$ cat src/rtl/trigger_generator.sv
// Programmable TRG source for the trigger switch generator input.
// Emits single-tick TRG pulses on the sync grid, either periodic or LFSR-random, with an optional count limit.
module trigger_generator #(
  parameter int CNT_WIDTH = 32
) (
  input  logic                 clk,
  input  logic                 reset,
  input  logic                 sync,
  input  logic                 enable,
  input  logic                 mode,
  input  logic [CNT_WIDTH-1:0] period,
  input  logic [CNT_WIDTH-1:0] rate,
  input  logic [CNT_WIDTH-1:0] limit,
  output logic [4:0]           dst,
  output logic                 busy,
  output logic                 done,
  output logic [CNT_WIDTH-1:0] trg_count
);

  typedef enum logic [1:0] {
    ST_IDLE = 2'd0,
    ST_RUN  = 2'd1,
    ST_DONE = 2'd2
  } state_t;

  localparam logic [31:0]          LFSR_TAPS = 32'h8020_0003;
  localparam logic [31:0]          LFSR_SEED = 32'h0000_0001;
  localparam logic [CNT_WIDTH-1:0] CNT_ONE   = CNT_WIDTH'(1);
  localparam logic [CNT_WIDTH-1:0] CNT_TWO   = CNT_WIDTH'(2);
  localparam logic [CNT_WIDTH-1:0] CNT_MAX   = '1;

  state_t                 state_q;
  logic                   mode_q;
  logic [CNT_WIDTH-1:0]   period_q;
  logic [CNT_WIDTH-1:0]   limit_q;
  logic [CNT_WIDTH-1:0]   tick_cnt_q;
  logic [31:0]            lfsr_q;
  logic                   trg_q;
  logic                   busy_q;
  logic                   done_q;
  logic [CNT_WIDTH-1:0]   trg_count_q;

  logic [31:0]            lfsr_d;
  logic [CNT_WIDTH-1:0]   lfsr_cmp;
  logic [CNT_WIDTH-1:0]   period_clamped;
  logic [CNT_WIDTH-1:0]   trg_count_d;
  logic                   period_hit;
  logic                   rand_hit;
  logic                   fire;
  logic                   limit_hit;

  assign lfsr_d = lfsr_q[0] ? ((lfsr_q >> 1) ^ LFSR_TAPS) : (lfsr_q >> 1);

  // The LFSR is always 32 bits; the rate comparison sees only CNT_WIDTH of it.
  generate
    if (CNT_WIDTH <= 32) begin : g_cmp_narrow
      assign lfsr_cmp = lfsr_d[CNT_WIDTH-1:0];
    end else begin : g_cmp_wide
      assign lfsr_cmp = {{(CNT_WIDTH-32){1'b0}}, lfsr_d};
    end
  endgenerate

  assign period_clamped = (period < CNT_TWO) ? CNT_TWO : period;
  assign period_hit     = (tick_cnt_q == (period_q - CNT_ONE));
  // trg_q is the previous tick's TRG, which enforces the minimum spacing of 2.
  assign rand_hit       = (lfsr_cmp < rate) && !trg_q;
  assign fire           = mode_q ? rand_hit : period_hit;
  assign trg_count_d    = (trg_count_q == CNT_MAX) ? trg_count_q : (trg_count_q + CNT_ONE);
  assign limit_hit      = (limit_q != '0) && (trg_count_d == limit_q);

  always_ff @(posedge clk or negedge reset) begin
    if (!reset) begin
      state_q     <= ST_IDLE;
      mode_q      <= 1'b0;
      period_q    <= CNT_TWO;
      limit_q     <= '0;
      tick_cnt_q  <= '0;
      lfsr_q      <= LFSR_SEED;
      trg_q       <= 1'b0;
      busy_q      <= 1'b0;
      done_q      <= 1'b0;
      trg_count_q <= '0;
    end else if (sync) begin
      case (state_q)
        ST_IDLE: begin
          trg_q <= 1'b0;
          if (enable) begin
            state_q     <= ST_RUN;
            busy_q      <= 1'b1;
            mode_q      <= mode;
            period_q    <= period_clamped;
            limit_q     <= limit;
            tick_cnt_q  <= '0;
            lfsr_q      <= LFSR_SEED;
            trg_count_q <= '0;
          end
        end
        ST_RUN: begin
          if (!enable) begin
            state_q <= ST_IDLE;
            busy_q  <= 1'b0;
            trg_q   <= 1'b0;
          end else begin
            tick_cnt_q <= period_hit ? '0 : (tick_cnt_q + CNT_ONE);
            if (mode_q) begin
              lfsr_q <= lfsr_d;
            end
            trg_q <= fire;
            if (fire) begin
              trg_count_q <= trg_count_d;
              if (limit_hit) begin
                state_q <= ST_DONE;
                busy_q  <= 1'b0;
                done_q  <= 1'b1;
              end
            end
          end
        end
        ST_DONE: begin
          trg_q <= 1'b0;
          if (!enable) begin
            state_q <= ST_IDLE;
            done_q  <= 1'b0;
          end
        end
        default: begin
          state_q <= ST_IDLE;
          trg_q   <= 1'b0;
          busy_q  <= 1'b0;
          done_q  <= 1'b0;
        end
      endcase
    end
  end

  assign dst       = {3'b000, trg_q, 1'b0};
  assign busy      = busy_q;
  assign done      = done_q;
  assign trg_count = trg_count_q;

endmodule

$ cat config.mk
export PLATFORM = sky130hd
export DESIGN_NAME = trigger_generator
export DESIGN_NICKNAME = d
export VERILOG_FILES = /design/src/rtl/trigger_generator.sv
export SDC_FILE = /design/constraint.sdc
export NUM_CORES = 1
export LEC_CHECK = 0
export CAP_MARGIN = 20
export CORE_MARGIN = 8
export CORE_UTILIZATION = 57
export CTS_CLUSTER_SIZE = 8
export DETAILED_ROUTE_END_ITERATION = 10
export PLACE_DENSITY = 0.8
export SYNTH_ARGS = -nofsm -noshare
export SYNTH_HDL_FRONTEND = slang
export SYNTH_SLANG_ARGS = --single-unit
export TNS_END_PERCENT = 5
$ cat constraint.sdc
create_clock -name clk -period 5.83 [get_ports clk]
set_clock_uncertainty 0.2 [all_clocks]
set_input_delay 1.166 -clock clk [delete_from_list [all_inputs] [get_ports clk]]
set_output_delay 1.166 -clock clk [all_outputs]
set_load 0.1 [all_outputs]
Yosys cells after proc, flatten, opt, wreduce, memory -nomap -nowiden
Index checks and enable logic that the tools add are counted.

operators by class
  magnitude comparators = 2
  eq/ne operators = 13
  reduce and logical (&&, ||, !) cells = 13
  $add $sub $neg = 3
  bitwise operators = 3
  muxes and demuxes = 33

operators with widths
  operator                 number
  $mux W32                 11
  $pmux W32 S2             3
  $add A32 B1 Y32 const B  2
  $eq A32 B32 Y1           2
  $eq A32 B32 Y1 const B   1
  $lt A32 B2 Y1 const B    1
  $lt A32 B32 Y1           1
  $reduce_bool A32 Y1      1
  $sub A32 B1 Y32 const B  1
  $reduce_and A5 Y1        4
  $ne A2 B2 Y1 const B     6
  $mux W1                  11
  $mux W2                  5
  $ne A3 B3 Y1 const B     2
  $pmux W1 S3              2
  $pmux W2 S3              1
  $reduce_and A6 Y1        1
  $not A3 Y4               1
  $reduce_and A4 Y1        1
  $reduce_and A3 Y1        1
  $eq A2 B1 Y1 const B     1
  $eq A2 B2 Y1 const B     1
  $logic_and A1 B1 Y1      2
  $logic_not A2 Y1         1
  other kinds (3)          4

word-level totals
  logic and storage cells = 77
  output and inout bits = 39
  bits of input ports = 101
  register bits after elaboration = 166

Logic depth before layout (Yosys ltp)
Gate-level depths: netlist of the first run.

  depth after elaboration = 8
  depth in mapped cells = 13

Worst setup path after synthesis of the first run
OpenSTA, ideal clock, no wires.

  kind = reg-to-reg
  start point = register trg_count_q[5] (netlist: trg_count[5])
  end point = register done_q (netlist: done)
  cell stages (with the launch flop) = 12
  clock period less this slack = 4056 ps
  setup slack = 1774 ps
  data arrival time = 3779 ps
  data required time = 5553 ps
  cells stage by stage = dfrtp_1 clkbuf_1 nand4_1 or4_1 clkbuf_1 o21ai_0 or2_2 a311oi_1 a22oi_1 o21ai_0 or4_1 o21ai_1

between the ends
  longest elaborated chain between the ends = 6
  elaborated cells on any way between the ends = 7

ends and longest elaborated chain
  what                                               RTL line  text
  start, declared                                    41        logic [CNT_WIDTH-1:0] trg_count_q;
  start signal, assigned                             110       trg_count_q <= trg_count_d;
  $add A32 B1 Y32 or $eq A32 B32 Y1 (tied branches)  68        assign trg_count_d = (trg_count_q == CNT_MAX) ? trg_count_q : (trg_count_q + CNT_ONE);
  $mux W32 *                                         68
  $eq A32 B32 Y1 *                                   69        assign limit_hit = (limit_q != '0) && (trg_count_d == limit_q);
  $logic_and A1 B1 Y1 *                              69
  $ne A2 B2 Y1 (no line) *                           -
  $reduce_and A6 Y1 (no line) *                      -
  end signal, assigned                               81        done_q <= 1'b0;
  end signal, assigned                               114       done_q <= 1'b1;
  end signal, assigned                               123       done_q <= 1'b0;
  end, declared                                      40        logic done_q;

Mark *: on every way between the ends. The rest lies on a longest branch, timed or not.
A chain may end at the register's enable or synchronous reset.

Worst setup path after layout of the first run
  start point = register period_q[0]
  end point = register trg_count_q[30] (netlist: trg_count[30])

between the ends
  longest elaborated chain between the ends = 5

ends and longest elaborated chain
  what                         RTL line  text
  start, declared              34        logic [CNT_WIDTH-1:0] period_q;
  start signal, assigned       91        period_q <= period_clamped;
  $sub A32 B1 Y32              64        assign period_hit = (tick_cnt_q == (period_q - CNT_ONE));
  $eq A32 B32 Y1               64
  $mux W1                      67        assign fire = mode_q ? rand_hit : period_hit;
  $ne A2 B2 Y1 (no line)       -
  $reduce_and A5 Y1 (no line)  -

No other way between the ends.

==> results of run 1 <==
area by class of cell:
type                            count  area [um2]
Clock inverter                     10         146
Sequential cell                   166        4160
Multi-Input combinational cell    919        6390
Timing Repair Buffer              152        1480
Clock buffer                       21         470
Tap cell                          265         332
Inverter                           80         300
Fill cell                        1531        6050
metrics by stage:
| step | hold WS, ns | utilization [%] | setup slack (ns) | instances | total power (W) |
|---|---|---|---|---|---|
| after floorplan | 0.274 | - | 1.77 | 1248 | 0.00226 |
| after global placement | 0.298 | 65.5 | 1.27 | 1582 | 0.00258 |
| after detailed placement | 0.307 | 65.5 | 1.15 | 1582 | 0.00260 |
| after CTS | 0.320 | 68.7 | 1.08 | 1613 | 0.00380 |
| after global routing | 0.352 | 68.7 | 0.670 | 1613 | 0.00397 |
| final | 0.319 | 68.7 | 1.02 | 1613 | 0.00380 |
routing by layer:
layer | share of wire, % | track usage [%] | routed length (um) | vias to the layer above
li1 | - | - | - | 4785
met1 | 44 | 35.9 | 14200 | 4984
met2 | 46 | 41.3 | 14700 | 415
met3 | 8.2 | 6.34 | 2640 | 55
met4 | 2.0 | 8.41 | 630 | 0
met5 | 0 | 0 | 0 | -
final timing paths:
| kind | cells after the start | to | startpoint | slack [ns] |
|---|---|---|---|---|
| worst max-delay path | 11 | trg_count[30] | period_q[0] | 1.02 |
| worst min-delay path | 2 | lfsr_q[28] | lfsr_q[28] | 0.32 |
| worst max register to register | 11 | trg_count[30] | period_q[0] | 1.02 |
| worst min register to register | 2 | lfsr_q[28] | lfsr_q[28] | 0.32 |
| max in group asynchronous | 2 | busy | reset | 3.70 |
| min in group asynchronous | 1 | period_q[9] | reset | 0.59 |
power by group:
group / switching, W / internal, W
Combinational: 0.000598 / 0.000459
Clock: 0.000479 / 0.000710
Sequential: 0.000245 / 0.00131
cell usage in the layout (no fill, tap or decap), types with 15 or more instances in the layout:
cell and instances:
ha_1 34, mux2i_1 17, nand2_1 79, nor4_1 42, clkbuf_16 17, inv_1 80
buf_4 17, nor2_1 78, a21oi_1 23, o211ai_1 16, clkdlybuf4s50_1 134, nand4_1 34
xor2_1 32, a31oi_1 38, xnor2_1 54, a22o_1 29, nor3_1 51, nand3_1 61
o21ai_0 47, mux2_2 62, and3_1 15, dfrtp_1 164
kinds of logic (layout without fill, tap and decap cells):
family	after synthesis	after routing
multiplexers	79	79
adder cells (fa/ha/maj)	34	34
other	1	4
AND/OR/NAND/NOR	456	456
AO/OA/AOI/OAI	260	260
buffers and inverters	163	263
XOR/XNOR	86	86
flip-flops	166	166
worst reg2reg max path, stage by stage, from the launching register on:
cell      delay (ns)
dfrtp_1         0.42
inv_1           0.10
ha_1            0.20
or4b_1          0.57
or4_1           0.66
nor4_1          0.38
a31oi_1         0.10
a21boi_1        0.17
or4b_4          0.56
o21a_4          0.31
a21oi_1         0.78
o21ai_0         0.19
registers in the layout (all words and copies together) (netlist names):
signal      count
limit_q        32
done            1
lfsr_q         32
state_q         2
period_q       32
busy            1
tick_cnt_q     32
trg_q           1
mode_q          1
trg_count      32
==> impl_metrics.env, run 1 <==
export IMPL_area_growth_pct=19.0
export IMPL_die_y_um=156
export IMPL_max_slew_worst_pin_slew_ns=1.03
export IMPL_synth_largest_area_cell="dfrtp_1"
export IMPL_synth_distinct_cells=78
export IMPL_rows=51
export IMPL_clkTransAtPathRegs_ns=0.07
export IMPL_synthTopCellsByCount="dfrtp_1, inv_1, nand2_1, nor2_1, clkbuf_1"
export IMPL_hold_path_class="reg -> reg"
export IMPL_synth_xor_area_share_pct=6.75
export IMPL_dp_hpwl_um=23300
export IMPL_final_nets=1471
export IMPL_clk_path_buf_depth=2
export IMPL_slowest_stage="a21oi_1"
export IMPL_setup_violations_final=0
export IMPL_p_leak_nw=5.30
export IMPL_post_cts_buffers=0
export IMPL_boundaryPins=140
export IMPL_fin_area_um2=13300
export IMPL_cts_buffers=17
export IMPL_n_antenna_cell=0
export IMPL_outcome="completed"
export IMPL_cts_sinks=166
export IMPL_coreArea_um2=19300
export IMPL_synth_seq_cells=166
export IMPL_dr_pass1_iters=6
export IMPL_ys_seq_area_share_pct=37.2
export IMPL_grt_setup_unrepaired="false"
export IMPL_synth_area_mux_share_pct=7.78
export IMPL_clk_latency_ns=0.43
export IMPL_grt_pass1_vias=9993
export IMPL_critical_path_top_delay_family="simple AND/OR/NAND/NOR gates"
export IMPL_chipWidth_um=156
export IMPL_drc=0
export IMPL_postCtsResizedCells=0
export IMPL_cp_data_required_time_ns=5.90
export IMPL_synth_edf_count=0
export IMPL_crit_path_start_kind="register"
export IMPL_synth_simple_area_share_pct=21.9
export IMPL_via_per_inst=6.35
export IMPL_grt_first_pass_wirelength_um=52100
export IMPL_tritoncts="yes"
export IMPL_cp_end_kind="register"
export IMPL_synthTopCellsByArea="dfrtp_1, mux2_2, xnor2_1, ha_1, nand3_1"
export IMPL_gr_total_overflow=0
export IMPL_max_freq_mhz=208
export IMPL_power_density_nw_per_um2=286
export IMPL_hold_violations=0
export IMPL_drv_slew=0
export IMPL_hold_buffers=0
export IMPL_syn_area_um2=11200
export IMPL_slew_headroom_pct=31.3
export IMPL_worstPathCellList="inv_1 > ha_1 > or4b_1 > or4_1 > nor4_1 > a31oi_1 > a21boi_1 > or4b_4 > o21a_4 > a21oi_1 > o21ai_0"
export IMPL_setup_tns_ns=0
export IMPL_io_buffer_count=135
export IMPL_async_flop_share_pct=100
export IMPL_drtIter0Drc=906
export IMPL_finalCriticalPeriod_ns=4.81
export IMPL_yosys_warnings=0
export IMPL_placed_cell_area_um2=12700
export IMPL_track_usage_pct=26.5
export IMPL_avgSynthCellArea_um2=8.97
export IMPL_crit_path_max_incr_delay_ns=0.78
export IMPL_place_congestion=0.972
export IMPL_ir_drop_uv=233
export IMPL_start_util_pct=57.7
export IMPL_cts_root_buf="clkbuf_16"
export IMPL_synth_most_common_cell="dfrtp_1"
export IMPL_antenna_found_initial=0
export IMPL_drive_gt1_share_pct=10.2
export IMPL_crit_type="reg -> reg"
export IMPL_synthAdderAreaFrac_pct=3.81
export IMPL_dieArea_um2=24300
export IMPL_vias=10200
export IMPL_synth_compound_area_share_pct=16.7
export IMPL_synth_top_area_share_pct=36.8
export IMPL_critical_path_buf_inv_count=1
export IMPL_path_max_fanout=22
export IMPL_detail_route_antenna_nets=0
export IMPL_synth_ff_type="dfrtp_1"
export IMPL_arrival_ns=4.88
export IMPL_drv_cap=0
export IMPL_drt_wl_total_um=32100
export IMPL_wire_per_inst_um=19.9
export IMPL_syn_inst=1245
export IMPL_grt_max_degree=90
export IMPL_min_period_over_period_pct=82.5
export IMPL_htree_levels=4
export IMPL_synth_top_family_by_area="simple AND/OR/NAND/NOR gates"
No activity file was read; power rests on OpenSTA's default activity.
==> run 2: changes to the inputs <==
Settings changed: CORE_UTILIZATION 57 to 51, PLACE_DENSITY 0.8 to 0.75.
Clock period 5.83 ns to 3.9 ns, I/O delays scaled along.
==> run 2 against run 1 <==
  * The flow now finishes with violations (negative setup slack)
  * Cell count increased by 7.4%
  * Clock power grew 42%
  * Sequential power grew 44%
  * Wire length grew 6.5%
  * Maximum frequency increased by 21%
==> impl_metrics.env, run 2 (same netlist as run 1, synthesis figures left out) <==
export IMPL_clkTransAtPathRegs_ns=0.07
export IMPL_max_freq_mhz=253
export IMPL_power_density_nw_per_um2=412
export IMPL_grt_first_pass_wirelength_um=54000
export IMPL_rr_endpoint="trg_count[25]"
export IMPL_reg2reg_from="period_q[0]"
export IMPL_rows=54
export IMPL_place_congestion=1.00
export IMPL_violations="negative setup slack"
export IMPL_slew_headroom_pct=31.2
export IMPL_crit_path_max_incr_delay_ns=0.63
export IMPL_path_max_fanout=5
export IMPL_p_leak_nw=5.88
export IMPL_area_growth_pct=27.3
export IMPL_crit_type="reg -> reg"
export IMPL_arrival_ns=4.13
export IMPL_htree_levels=4
export IMPL_io_buffer_count=135
export IMPL_drc=0
export IMPL_setup_ws_ns=-0.0600
export IMPL_pre_cts_ws_ns=-0.0400
export IMPL_outcome="finished, violations left"
export IMPL_wire_per_inst_um=19.8
export IMPL_cp_end_kind="register"
export IMPL_antenna_found_initial=0
export IMPL_critical_path_top_delay_family="simple AND/OR/NAND/NOR gates"
export IMPL_final_cell_mix="dfrtp_1, buf_4, clkdlybuf4s50_1, inv_1, nor2_1"
export IMPL_power_w=0.00585
export IMPL_chipWidth_um=164
export IMPL_final_nets=1574
export IMPL_drv_cap=0
export IMPL_drive_gt1_share_pct=20.6
export IMPL_dr_pass1_iters=6
export IMPL_setup_tns_ns=-0.243
export IMPL_reg2reg_depth=12
export IMPL_hold_buffers=0
export IMPL_hold_path_class="in -> async"
export IMPL_clk_latency_ns=0.44
export IMPL_critical_path_buf_inv_count=2
export IMPL_clk_path_buf_depth=2
export IMPL_setup_violations_final=7
export IMPL_crit_path_start_kind="register"
export IMPL_regToRegSetupSlack_ns=-0.06
export IMPL_detail_route_antenna_nets=0
export IMPL_cp_data_required_time_ns=4.07
export IMPL_grt_setup_unrepaired="true"
export IMPL_n_antenna_cell=0
export IMPL_slowest_stage="or4_4"
export IMPL_coreArea_um2=21700
export IMPL_dieArea_um2=26900
export IMPL_die_y_um=164
export IMPL_worstPathCellList="inv_2 > ha_1 > or4b_4 > or4_4 > o21ai_2 > a31oi_1 > a21boi_2 > or4b_4 > o21a_2 > buf_4 > o311ai_0 > a21o_1"
export IMPL_gr_total_overflow=0
export IMPL_tritoncts="yes"
export IMPL_drtIter0Drc=1090
export IMPL_cts_root_buf="clkbuf_16"
export IMPL_drv_slew=0
export IMPL_cts_sinks=166
export IMPL_boundaryPins=140
export IMPL_max_slew_worst_pin_slew_ns=1.03
export IMPL_cts_buffers=17
export IMPL_min_period_over_period_pct=102
export IMPL_vias=10600
export IMPL_track_usage_pct=24.9
export IMPL_ir_drop_uv=238
export IMPL_start_util_pct=51.5
export IMPL_drt_wl_total_um=34200
export IMPL_finalCriticalPeriod_ns=3.96
export IMPL_fin_area_um2=14200
export IMPL_grt_max_degree=80
export IMPL_hold_violations=0
export IMPL_cpMostUsedCell="or4b_4"
export IMPL_dp_hpwl_um=25200
export IMPL_via_per_inst=6.15
export IMPL_final_common_cell="dfrtp_1"
export IMPL_placed_cell_area_um2=13400
export IMPL_grt_pass1_vias=10200
-- run 2: how the worst max path moves through the flow --
stage,from,endpoint,slack [ns],depth (start not counted)
finish,period_q[0],trg_count[25],-0.06,12
detailed placement,period_q[0],state_q[1],-0.04,11
global placement,rate[5],done,-0.007,11
global route,period_q[0],trg_count[28],-0.12,11
CTS,period_q[0],state_q[1],0.03,11
floorplan,period_q[2],trg_count[3],-0.05,12
-- run 2: power by group --
group | switching [W] | internal [W] | leakage, nW
Combinational | 0.00108 | 0.000859 | 3.47
Sequential | 0.000271 | 0.00196 | 2.13
Clock | 0.000774 | 0.000913 | 0.278
-- run 2: what timing repair did --
item	4_1_cts	5_1_grt
setup endpoints to repair	11	38
pin swaps	1	9
resized for setup	4	26
buffers inserted	0	3
cloned	0	3
endpoints found under the hold margin	0	0
-- run 2: per-stage QoR --
stage	hold slack, ns	std cells	util (%)
final	0.100	1732	65.5
after detailed placement	0.304	1694	61.9
after CTS	0.116	1726	64.6
after global routing	0.140	1732	65.5
after global placement	0.300	1694	61.9
after floorplan	0.274	1248	-
-- run 2: layer usage --
metal  track usage [%]  part of all wire [%]  wire [um]
met5                 0                     0          0
met4              7.11                   1.8        624
met3              5.16                   8.1       2760
met2              38.9                    46      15700
met1              34.5                    44      15100
-- run 2: area by class of cell --
cell class | count | area [um2]
Clock buffer | 18 | 439
Clock inverter | 14 | 143
Fill cell | 1781 | 7480
Inverter | 80 | 300
Multi-Input combinational cell | 920 | 6530
Sequential cell | 166 | 4170
Tap cell | 280 | 350
Timing Repair Buffer | 254 | 2270
==> run 3: changes to the inputs <==
Settings changed: ABC_AREA from default to 1, CORE_MARGIN 8 to default, CORE_UTILIZATION 51 to 52, PLACE_DENSITY 0.75 to 0.76.
==> run 3 against run 2 <==
  * The flow now finishes without violations
  * Synthesized cell count up 33%
  * Critical path type unchanged
  * Non-clock buffer count down 97
  * Count of clock-buffer cells in the layout unchanged
  * Global-route usage up 6.1 points
  * Worst hold slack better by 0.12 ns
  * Power up 26%
  * Maximum frequency up 19%
  * Wire length down 2.9%
  * Setup slack better by 0.63 ns
  * Via count up 4.1%
==> impl_metrics.env, run 3 <==
export IMPL_placed_cells=2041
export IMPL_syn_inst=1652
export IMPL_boundaryPins=140
export IMPL_cp_data_required_time_ns=4.04
export IMPL_cts_root_buf="clkbuf_16"
export IMPL_setup_ws_ns=0.570
export IMPL_post_cts_buffers=0
export IMPL_crit_type="reg -> reg"
export IMPL_tritoncts="yes"
export IMPL_drv_cap=0
export IMPL_place_congestion=0.959
export IMPL_synth_most_common_cell="nand2_1"
export IMPL_switching_share_pct=43.2
export IMPL_drc=0
export IMPL_grt_pass1_vias=10600
export IMPL_htree_levels=4
export IMPL_vias=11100
export IMPL_arrival_ns=3.47
export IMPL_max_slew_worst_pin_slew_ns=0.990
export IMPL_slew_headroom_pct=33.8
export IMPL_finalNonFillerCells=2071
export IMPL_setup_violations_final=0
export IMPL_synth_seq_cells=166
export IMPL_ys_seq_area_share_pct=36.6
export IMPL_synth_top_area_share_pct=36.1
export IMPL_final_cell_mix="nand2_1, inv_1, nor2_1, dfrtp_1, clkdlybuf4s50_1"
export IMPL_dieArea_um2=22400
export IMPL_cp_end_kind="register"
export IMPL_clkTransAtPathRegs_ns=0.07
export IMPL_final_common_cell="nand2_1"
export IMPL_clk_latency_ns=0.43
export IMPL_antenna_found_initial=0
export IMPL_crit_path_start_kind="register"
export IMPL_reg2reg_from="period_q[0]"
export IMPL_fin_area_um2=13600
export IMPL_final_nets=1920
export IMPL_hold_path_class="in -> async"
export IMPL_reg2reg_depth=18
export IMPL_synthTopCellsByCount="nand2_1, inv_1, nor2_1, dfrtp_1, nand3_1"
export IMPL_gr_total_overflow=0
export IMPL_detail_route_antenna_nets=0
export IMPL_track_usage_pct=31.1
export IMPL_drive_gt1_share_pct=5.79
export IMPL_setup_tns_ns=0
export IMPL_min_period_over_period_pct=85.4
export IMPL_pre_cts_ws_ns=0.560
export IMPL_die_y_um=150
export IMPL_ir_drop_uv=362
export IMPL_area_growth_pct=19.6
export IMPL_regToRegSetupSlack_ns=0.57
export IMPL_grt_max_degree=88
export IMPL_rows=53
export IMPL_drv_slew=0
export IMPL_intPower_w=0.00418
export IMPL_synth_largest_area_cell="dfrtp_1"
export IMPL_grt_first_pass_wirelength_um=53700
export IMPL_hold_violations=0
export IMPL_rr_endpoint="trg_count[21]"
export IMPL_p_leak_nw=6.58
export IMPL_power_density_nw_per_um2=541
export IMPL_n_antenna_cell=0
export IMPL_dp_hpwl_um=26100
export IMPL_clk_path_buf_depth=2
export IMPL_synth_edf_count=0
export IMPL_yosys_warnings=0
export IMPL_drtIter0Drc=951
export IMPL_finalCriticalPeriod_ns=3.33
export IMPL_outcome="completed"
export IMPL_postCtsResizedCells=0
export IMPL_synth_distinct_cells=50
export IMPL_drt_wl_total_um=33200
export IMPL_cp_endpoint="trg_count[21]"
export IMPL_path_max_fanout=21
export IMPL_setup_worst_path_start="period_q[0]"
export IMPL_synth_ff_type="dfrtp_1"
export IMPL_p_sw_w=0.00318
export IMPL_start_util_pct=53.5
export IMPL_avgSynthCellArea_um2=6.88
export IMPL_synthTopCellsByArea="dfrtp_1, nand2_1, inv_1, nor2_1, nand3_1"
export IMPL_coreArea_um2=21200
export IMPL_clockPowerShare_pct=23.0
export IMPL_chipWidth_um=150
export IMPL_io_buffer_count=135
export IMPL_wire_per_inst_um=16.0
export IMPL_cts_sinks=166
export IMPL_max_freq_mhz=300
export IMPL_grt_setup_unrepaired="false"
export IMPL_dr_pass1_iters=5
export IMPL_async_flop_share_pct=100
export IMPL_seq_power_share_pct=35.2
export IMPL_combPwrFrac_pct=41.8
export IMPL_hold_buffers=0
export IMPL_via_per_inst=5.35
export IMPL_syn_area_um2=11400
export IMPL_placed_cell_area_um2=13000
export IMPL_cts_buffers=17
[run 3: worst min path at each step]
stage                          to  cells after the start          from  slack (ns)
floorplan            period_q[31]                      2  period_q[31]        0.26
global placement             busy                      2          busy        0.27
detailed placement           busy                      2          busy        0.26
CTS                 trg_count[10]                      1         reset        0.24
global route        trg_count[10]                      1         reset        0.27
finish               trg_count[3]                      1         reset        0.22
[run 3: power groups by stage]
stage / Sequential, W / Clock, W / Combinational (W)
2_1_floorplan: 0.00259 / 0 / 0.00210
3_3_place_gp: 0.00261 / 0 / 0.00298
3_5_place_dp: 0.00262 / 0 / 0.00303
4_1_cts: 0.00259 / 0.00172 / 0.00306
5_1_grt: 0.00265 / 0.00178 / 0.00345
6_report: 0.00259 / 0.00169 / 0.00307
[run 3: kinds of logic after synthesis]
logic type / count (synthesis) / synth area share (%)
AOI/OAI and AO/OA: 178 / 9.20
xor gates and xnor gates: 77 / 6.00
adders and majority gates: 34 / 3.74
buffers and inverters: 263 / 9.51
DFF: 166 / 36.6
other: 1 / 0.0330
and+or+nand+nor: 933 / 34.9
[run 3: worst max-delay path: stages (launching register included)]
cell and delay [ns]:
dfrtp_1 0.39, inv_1 0.16, ha_1 0.21, nand2_1 0.10, nor2_2 0.21, nand3_1 0.24, nor2_2 0.21, nand2_1 0.07
nand2_1 0.06, nand2_1 0.07, nor2_1 0.09, nand2_1 0.05, nor2_1 0.16, nand4_2 0.23, nand2_2 0.18, nand2_2 0.09
inv_2 0.33, nand2_1 0.11, o21ai_0 0.10
[run 3: cell type report]
class | count | area [um2]
Clock inverter | 12 | 141
Timing Repair Buffer | 157 | 1540
Clock buffer | 18 | 439
Fill cell | 1969 | 7630
Tap cell | 275 | 344
Sequential cell | 166 | 4160
Inverter | 217 | 820
Multi-Input combinational cell | 1226 | 6140
[run 3: metal layers]
| metal | vias to the layer above | share of wire, % | global-route usage, % | wire (um) |
|---|---|---|---|---|
| met5 | - | 0 | 0 | 0 |
| met4 | 0 | 3.3 | 11.9 | 1090 |
| met3 | 54 | 4.8 | 3.84 | 1580 |
| met2 | 314 | 50 | 53.5 | 16600 |
| met1 | 5177 | 42 | 39.7 | 14000 |
| li1 | 5536 | - | - | - |
[run 3: stage by stage]
step	power, W	utilization, %	hold slack [ns]
5_1_grt	0.00788	64.0	0.275
2_1_floorplan	0.00470	-	0.260
3_3_place_gp	0.00559	61.3	0.272
6_report	0.00736	64.0	0.218
3_5_place_dp	0.00564	61.3	0.262
4_1_cts	0.00736	64.0	0.242
